$ cat config.mk
export PLATFORM = sky130hd
export DESIGN_NAME = ibuf_rd_seq
export DESIGN_NICKNAME = d
export VERILOG_FILES = /design/src/rtl/ibuf_rd_seq.sv
export SDC_FILE = /design/constraint.sdc
export NUM_CORES = 1
export LEC_CHECK = 0
export ABC_AREA = 1
export BUFFER_PORTS_ARGS = -buffer_cell sky130_fd_sc_hd__buf_2
export CAP_MARGIN = 5
export CELL_PAD_IN_SITES_DETAIL_PLACEMENT = 0
export CELL_PAD_IN_SITES_GLOBAL_PLACEMENT = 1
export CORE_ASPECT_RATIO = 2
export CORE_UTILIZATION = 20
export CTS_CLUSTER_DIAMETER = 40
export CTS_CLUSTER_SIZE = 30
export DETAILED_ROUTE_END_ITERATION = 6
export PLACE_DENSITY = 0.86
export SLEW_MARGIN = 40
export SYNTH_ARGS = -nofsm -noshare
export SYNTH_HDL_FRONTEND = slang
export SYNTH_SLANG_ARGS = --single-unit
export TNS_END_PERCENT = 1
$ cat constraint.sdc
create_clock -name clk -period 1.89 [get_ports clk]
set_clock_uncertainty 0.15 [all_clocks]
set_input_delay 0.378 -clock clk [delete_from_list [all_inputs] [get_ports clk]]
set_output_delay 0.378 -clock clk [all_outputs]
set_load 0.05 [all_outputs]
$ cat src/rtl/ibuf_rd_seq.sv
// Burst read sequencer for instruction buffer port a: one descriptor at a time, credit-limited reads.
// Optional feature macro IBUF_RD_STRIDE_EN: per-beat address increment taken from cmd_stride.
module ibuf_rd_seq #(
  parameter int ADDR_W    = 15,
  parameter int LEN_W     = 12,
  parameter int DATA_W    = 128,
  parameter int MAX_OUTST = 4
) (
  input  logic              clk,
  input  logic              rst_n,
  input  logic              cmd_valid,
  output logic              cmd_ready,
  input  logic [ADDR_W-1:0] cmd_addr,
  input  logic [LEN_W-1:0]  cmd_len,
  input  logic [ADDR_W-1:0] cmd_stride,
  output logic              ib_cen,
  output logic              ib_wen,
  output logic [ADDR_W-1:0] ib_addr,
  output logic              ib_last,
  input  logic              ib_ready,
  input  logic [DATA_W-1:0] ib_rdata,
  input  logic              ib_rvalid,
  input  logic              ib_rlast,
  output logic              ib_rready,
  output logic [DATA_W-1:0] out_data,
  output logic              out_valid,
  output logic              out_last,
  input  logic              out_ready,
  output logic              busy,
  output logic              done,
  output logic              err
);

  localparam int CNT_W = $clog2(MAX_OUTST + 1);
  localparam int NUM_BANKS = 24;
  localparam int BANK_WORDS = 1024;
  localparam logic [ADDR_W:0] WRAP = (ADDR_W + 1)'(NUM_BANKS * BANK_WORDS);

  typedef enum logic [1:0] {
    IDLE,
    ISSUE,
    DRAIN
  } state_t;

  state_t            state;
  logic [ADDR_W-1:0] addr;
  logic [LEN_W-1:0]  remaining;
  logic [CNT_W-1:0]  outst;
  logic [CNT_W-1:0]  outst_next;
  logic [ADDR_W-1:0] step;
  logic [ADDR_W:0]   addr_sum;
  logic [ADDR_W-1:0] addr_next;
  logic              bank_ok;
  logic              issue;
  logic              ret;

  // Any start address at or beyond bank 24 has no backing storage.
  assign bank_ok = ({1'b0, cmd_addr} < WRAP);

`ifdef IBUF_RD_STRIDE_EN
  logic [ADDR_W-1:0] stride;

  always_ff @(posedge clk or negedge rst_n) begin
    if (!rst_n) begin
      stride <= '0;
    end else if (cmd_valid && cmd_ready && bank_ok) begin
      stride <= cmd_stride;
    end
  end

  assign step = stride;
`else
  logic unused_stride;
  assign unused_stride = ^cmd_stride;
  assign step = ADDR_W'(1);
`endif

  assign cmd_ready = (state == IDLE);
  assign busy      = (state != IDLE);
  assign ib_wen    = 1'b0;
  assign ib_addr   = addr;
  assign ib_cen    = (state == ISSUE) && (outst < CNT_W'(MAX_OUTST));
  assign ib_last   = (state == ISSUE) && (remaining == '0);

  assign out_data  = ib_rdata;
  assign out_valid = ib_rvalid;
  assign out_last  = ib_rlast;
  assign ib_rready = out_ready;

  assign issue = ib_cen && ib_ready;
  assign ret   = ib_rvalid && ib_rready && (outst != '0);

  // Sum is one bit wider so crossing 24576 is detectable before wrapping to bank 0.
  assign addr_sum  = {1'b0, addr} + {1'b0, step};
  assign addr_next = ADDR_W'((addr_sum >= WRAP) ? (addr_sum - WRAP) : addr_sum);

  always_comb begin
    outst_next = outst;
    case ({issue, ret})
      2'b10:   outst_next = outst + CNT_W'(1);
      2'b01:   outst_next = outst - CNT_W'(1);
      default: outst_next = outst;
    endcase
  end

  // done is raised once the last return lands and held a single cycle before IDLE reopens cmd_ready.
  always_ff @(posedge clk or negedge rst_n) begin
    if (!rst_n) begin
      state     <= IDLE;
      addr      <= '0;
      remaining <= '0;
      outst     <= '0;
      done      <= 1'b0;
      err       <= 1'b0;
    end else begin
      done  <= 1'b0;
      err   <= 1'b0;
      outst <= outst_next;
      case (state)
        IDLE: begin
          if (cmd_valid) begin
            if (bank_ok) begin
              addr      <= cmd_addr;
              remaining <= cmd_len;
              state     <= ISSUE;
            end else begin
              err <= 1'b1;
            end
          end
        end
        ISSUE: begin
          if (issue) begin
            addr      <= addr_next;
            remaining <= remaining - LEN_W'(1);
            if (ib_last) begin
              state <= DRAIN;
            end
          end
        end
        DRAIN: begin
          if (done) begin
            state <= IDLE;
          end else if (outst_next == '0) begin
            done <= 1'b1;
          end
        end
        default: state <= IDLE;
      endcase
    end
  end

`ifndef SYNTHESIS
  a_outst_max: assert property (@(posedge clk) disable iff (!rst_n)
    outst <= CNT_W'(MAX_OUTST));

  a_req_hold: assert property (@(posedge clk) disable iff (!rst_n)
    (ib_cen && !ib_ready) |=> (ib_cen && $stable(ib_addr) && $stable(ib_last)));

  a_pulse_excl: assert property (@(posedge clk) disable iff (!rst_n)
    !(done && err));
`endif

endmodule

Word-level counts from Yosys, hierarchy flattened

Cells that the tools add are included.

Register bits after elaboration: 34
Input bits: 177
Word-level logic and storage cells: 58

$add $sub $neg: 5
Multiplexer cells: 22
Reduce and logical (&&, ||, !) cells: 13
Equality and inequality tests: 9
Magnitude comparators: 3

Operator list:

| operator                                                                | number |
|---|---|
| 15-bit 2-to-1 mux                                                       | 4 |
| 12-bit 2-to-1 mux                                                       | 3 |
| 15-bit case mux with 2 select lines                                     | 1 |
| 12-bit case mux with 2 select lines                                     | 1 |
| 15-bit by 1-bit adder with 16-bit output, second input constant         | 1 |
| 16-bit by 15-bit >= comparator with 1-bit output, second input constant | 1 |
| 15-bit less-than comparator, second input constant                      | 1 |
| 15-bit subtractor, second input constant                                | 1 |
| 12-bit logical NOT                                                      | 1 |
| 12-bit by 1-bit subtractor with 12-bit output, second input constant    | 1 |
| 2-bit 2-to-1 mux                                                        | 5 |
| 2-bit inequality test, second input constant                            | 4 |
| 1-bit 2-to-1 mux                                                        | 6 |
| 2-bit case mux with 3 select lines                                      | 1 |
| 3-bit case mux with 2 select lines                                      | 1 |
| 1-bit logical AND                                                       | 5 |
| 5-bit AND reduction                                                     | 1 |
| 2-bit by 1-bit == test with 1-bit output, second input constant         | 2 |
| 2-bit == test, second input constant                                    | 2 |
| 4-bit AND reduction                                                     | 1 |
| 2-bit nonzero test                                                      | 2 |
| 3-bit by 1-bit adder with 3-bit output, second input constant           | 1 |
| 3-bit logical NOT                                                       | 1 |
| 3-bit less-than comparator, second input constant                       | 1 |
| other kinds (4)                                                         | 4 |

Longest topological paths before layout

Depth in word-level cells: 9
Depth in mapped cells: 12
Mapped depth without buffers: 12

Worst setup path before layout

OpenSTA, ideal clock, no wires.

Kind: flip-flop to flip-flop
From: register state[1]
To: register done
Stages on the path, launching flop included: 12
Path buffers: 0
Data required time: 1.613 ns
Slack: -0.385 ns
Data arrival time: 1.998 ns
Library setup time: 0.127 ns
Cell sequence: dfrtp_1 nor2_4 inv_2 nor2_4 nand2_2 ha_1 inv_1 fa_1 nor2_1 a21oi_1 inv_1 nor4_1

Word-level cells in the longest chain between the ends: 9

RTL lines:

| item                                                                      | line | source |
|---|---|---|
| start, declared                                                           | 45   | `state_t state;` |
| start signal, assigned                                                    | 109  | `state <= IDLE;` |
| start signal, assigned                                                    | 125  | `state <= ISSUE;` |
| start signal, assigned                                                    | 136  | `state <= DRAIN;` |
| 2-bit by 1-bit == test with 1-bit output *                                | 82   | `assign ib_cen = (state == ISSUE) && (outst < CNT_W'(MAX_OUTST));` |
| 1-bit logical AND *                                                       | 82   |  |
| named net ib_cen                                                          | 16   | `output logic ib_cen,` |
| 1-bit logical AND *                                                       | 90   | `assign issue = ib_cen && ib_ready;` |
| 2-bit by 1-bit == test with 1-bit output or 2-bit == test (tied branches) | 99   | `case ({issue, ret})` |
| 3-bit case mux with 2 select lines *                                      | 99   |  |
| named net outst_next[1]                                                   | 49   | `logic [CNT_W-1:0] outst_next;` |
| 3-bit logical NOT *                                                       | 143  | `end else if (outst_next == '0) begin` |
| 1-bit 2-to-1 mux *                                                        | 143  |  |
| 1-bit 2-to-1 mux *                                                        | 141  | `if (done) begin` |
| 1-bit 2-to-1 mux *                                                        | 119  | `case (state)` |
| end signal, assigned                                                      | 113  | `done <= 1'b0;` |
| end signal, assigned                                                      | 116  | `done <= 1'b0;` |
| end signal, assigned                                                      | 144  | `done <= 1'b1;` |
| end, declared                                                             | 30   | `output logic done,` |

The timed path passes the listed nets; every way through them passes the cells marked *.
A chain may end at the register's enable or synchronous reset.

Worst setup path after layout

From: register remaining[0]
To: output port ib_last

Word-level cells in the longest chain between the ends: 2

RTL lines:

| item                   | line | source |
|---|---|---|
| start, declared        | 47   | `logic [LEN_W-1:0] remaining;` |
| start signal, assigned | 124  | `remaining <= cmd_len;` |
| start signal, assigned | 134  | `remaining <= remaining - LEN_W'(1);` |
| 12-bit logical NOT     | 83   | `assign ib_last = (state == ISSUE) && (remaining == '0);` |
| 1-bit logical AND      | 83   |  |
| end, declared          | 19   | `output logic ib_last,` |

No other way between the ends.

==> results.json <==
{
  "antenna_cells": 0,
  "ios": 330,
  "netlist_area_um2": 3160,
  "antenna_found_initial": 1,
  "drive_gt1_frac": 0.372,
  "maxSlewViolCount": 0,
  "regArea_um2": 851,
  "violations": "negative setup slack",
  "worstPathArrival_ns": 1.55,
  "post_synth.cell_area_avg_um2": 7.35,
  "wl_per_cell_um": 19.7,
  "first_pass_iters": 4,
  "pwr-share-clk": 0.187,
  "swShare": 0.471,
  "ys.flop_type": "dfrtp_1",
  "p_int_w": 0.00314,
  "drt_wl_total_mm": 11.8,
  "die_h_um": 180,
  "grtUsageMet1": 0.0935,
  "grtUsageMet2": 0.268,
  "layout.cells.most_common_list": "nand2_1 (64), buf_2 (52), buf_4 (45)",
  "grt_max_degree": 35,
  "min_period_ns": 2.08,
  "ant_nets": 0,
  "port_buffers": 55,
  "grt_pass1_wl_mm": 16.5,
  "cp_max_fo": 2,
  "fp.dieW_um": 90.9,
  "seqPwrFrac": 0.228,
  "p_total_w": 0.00593,
  "fin_crit_sh": 1.10,
  "multi_input_area_um2": 1300,
  "gr-max-usage-layer": "met2",
  "syn_to_final_growth_pct": 8.35,
  "vias_per_cell": 4.31,
  "synth_edf_count": 0,
  "nFillCells": 1786,
  "worst_setup_path_start_kind": "flop",
  "outcome": "complete, but fails checks",
  "yosysSeqAreaShare": 0.269,
  "htree_levels": 2,
  "initial_core_util": 0.206,
  "power_density_nw_per_um2": 1730,
  "vdd_drop_max_mv": 0.354,
  "cts_sinks": 34,
  "hold_viol": 0,
  "worst_ep_required_time_ns": 1.36,
  "synth_cell_types": 31,
  "power_frac_comb": 0.586,
  "final_common_cell": "nand2_1",
  "max_clock_freq_mhz": 482,
  "p_switching_w": 0.00280,
  "syn_nets": 613,
  "route.detailed.drc": 0,
  "synth-warning-count": 0,
  "async_flop_share": 1.00,
  "hpwl_mm": 9.42,
  "ys_seq_elements": 34,
  "drv_cap": 0,
  "core_um2": 15400,
  "grt_usage": 0.144,
  "grt_pass1_vias": 2673,
  "setup_viol": 6,
  "floorplan.rows": 64,
  "grt.met3_usage": 0.0529,
  "place_inst": 583,
  "clock_path_buffers": 2,
  "min_path_type": "in2reg",
  "final_cells": 599,
  "cts_made_buffers": 5,
  "p_leak_nw": 1.62,
  "die_area_um2": 16300,
  "rsz0062_at_grt": "true",
  "vias": 2580,
  "finalNetCount": 583,
  "cts_tree": "built",
  "critical_path.endpoint_type": "output pin",
  "drt-initial-drc-count": 86,
  "clk_latency_ns": 0.29,
  "syn_inst": 430,
  "pre_cts_slack_ns": -0.269,
  "root_buffer": "clkbuf_16",
  "worst_slack_ns": -0.186,
  "cts.clk_slew.worst_paths_ns": 0.06,
  "criticalPathCategory": "reg2out",
  "gp_congestion": 0.765,
  "grt-ovfl-total": 0
}
==> area by class of cell <==
class / count / area share
clock inverters: 3 / 0.0201
well taps: 198 / 0.0723
flip-flops and latches: 34 / 0.248
clock buffers: 5 / 0.0365
multi-input cells: 221 / 0.379
inverters: 33 / 0.0376
repair buffers: 105 / 0.206
==> metal layers <==
| metal | vias to the layer above | share of wire |
|---|---|---|
| li1 | 1183 | - |
| met1 | 1125 | 0.24 |
| met2 | 129 | 0.54 |
| met3 | 143 | 0.12 |
| met4 | 0 | 0.11 |
| met5 | - | 0 |
==> metrics by stage <==
| stage | hold WS (ns) | area, um2 | util | TNS [ns] |
|---|---|---|---|---|
| final | 0.176 | 3430 | 0.223 | -0.650 |
| after floorplan | -0.0676 | 3180 | - | -1.64 |
| after CTS | 0.162 | 3320 | 0.216 | -0.799 |
| after global placement | 0.318 | 3000 | 0.195 | -0.509 |
| after global routing | 0.179 | 3430 | 0.223 | -1.47 |
| after detailed placement | 0.315 | 3000 | 0.195 | -0.566 |
==> worst paths after layout <==
check / cells after the start / slack [ns] / startpoint / to
min: 3 / 0.18 / cmd_valid / err$_DFF_PN0_
max reg2reg: 12 / -0.16 / state[0]$_DFFE_PN0P_ / done$_DFF_PN0_
max: 7 / -0.19 / remaining[0]$_DFFE_PN0P_ / ib_last
max in group asynchronous: 3 / 0.71 / rst_n / ib_addr[4]$_DFFE_PN0P_
min in group asynchronous: 3 / 0.51 / rst_n / ib_addr[10]$_DFFE_PN0P_
min reg2reg: 2 / 0.36 / outst[1]$_DFF_PN0_ / outst[1]$_DFF_PN0_
==> worst max-delay path: stages, from the launching register on <==
cell and delay [ns]:
dfrtp_1 0.39, inv_2 0.09, ha_4 0.12, inv_2 0.05, nor4_4 0.15, nand3_2 0.18, nor2_4 0.14, buf_12 0.14
==> Yosys cell counts, types with 4 or more instances <==
library cell,number,area [um2]
a21oi_1,12,60.1
nand2_1,67,251
o21ai_1,5,25.0
o211ai_1,4,30.0
inv_1,31,116
dfrtp_1,34,851
xor2_1,10,87.6
nor4_1,4,25.0
nor2_1,36,135
nor3_1,7,35.0
nand4_1,5,31.3
ha_1,5,62.6
nand3_1,16,80.1
o21ai_0,29,145
o22ai_1,6,37.5
buf_4,133,998
==> power groups by stage <==
stage	clock network [W]	registers, W	logic, W
after floorplan	0	0.00185	0.00214
after global placement	0	0.00132	0.00308
after detailed placement	0	0.00132	0.00311
after CTS	0.00115	0.00133	0.00334
after global routing	0.00116	0.00139	0.00381
final	0.00111	0.00135	0.00348
==> registers in the layout, indices dropped and copies added, names as in the netlist <==
name	cells
ib_addr	15
remaining	12
outst	3
state	2
done	1
err	1
==> repair_timing <==
item | in CTS | in global routing
setup endpoints to repair | 6 | 19
buffers inserted | 6 | 1
hold buffers | 1 | 0
pin swaps | 6 | 4
endpoints found under the hold margin | 1 | 0
resized for setup | 24 | 27
gates cloned | 0 | 0
==> cells by family (layout without fill, tap and decap cells) <==
group	after synthesis	count (layout)	synth area share
and+or+nand+nor	141	141	0.194
other	1	1	0.00119
DFF	34	34	0.269
buffers and inverters	175	146	0.371
AOI/OAI and AO/OA	60	60	0.103
xor gates and xnor gates	13	13	0.0360
adders and majority gates	6	6	0.0261
(Power assumes the default switching activity.)
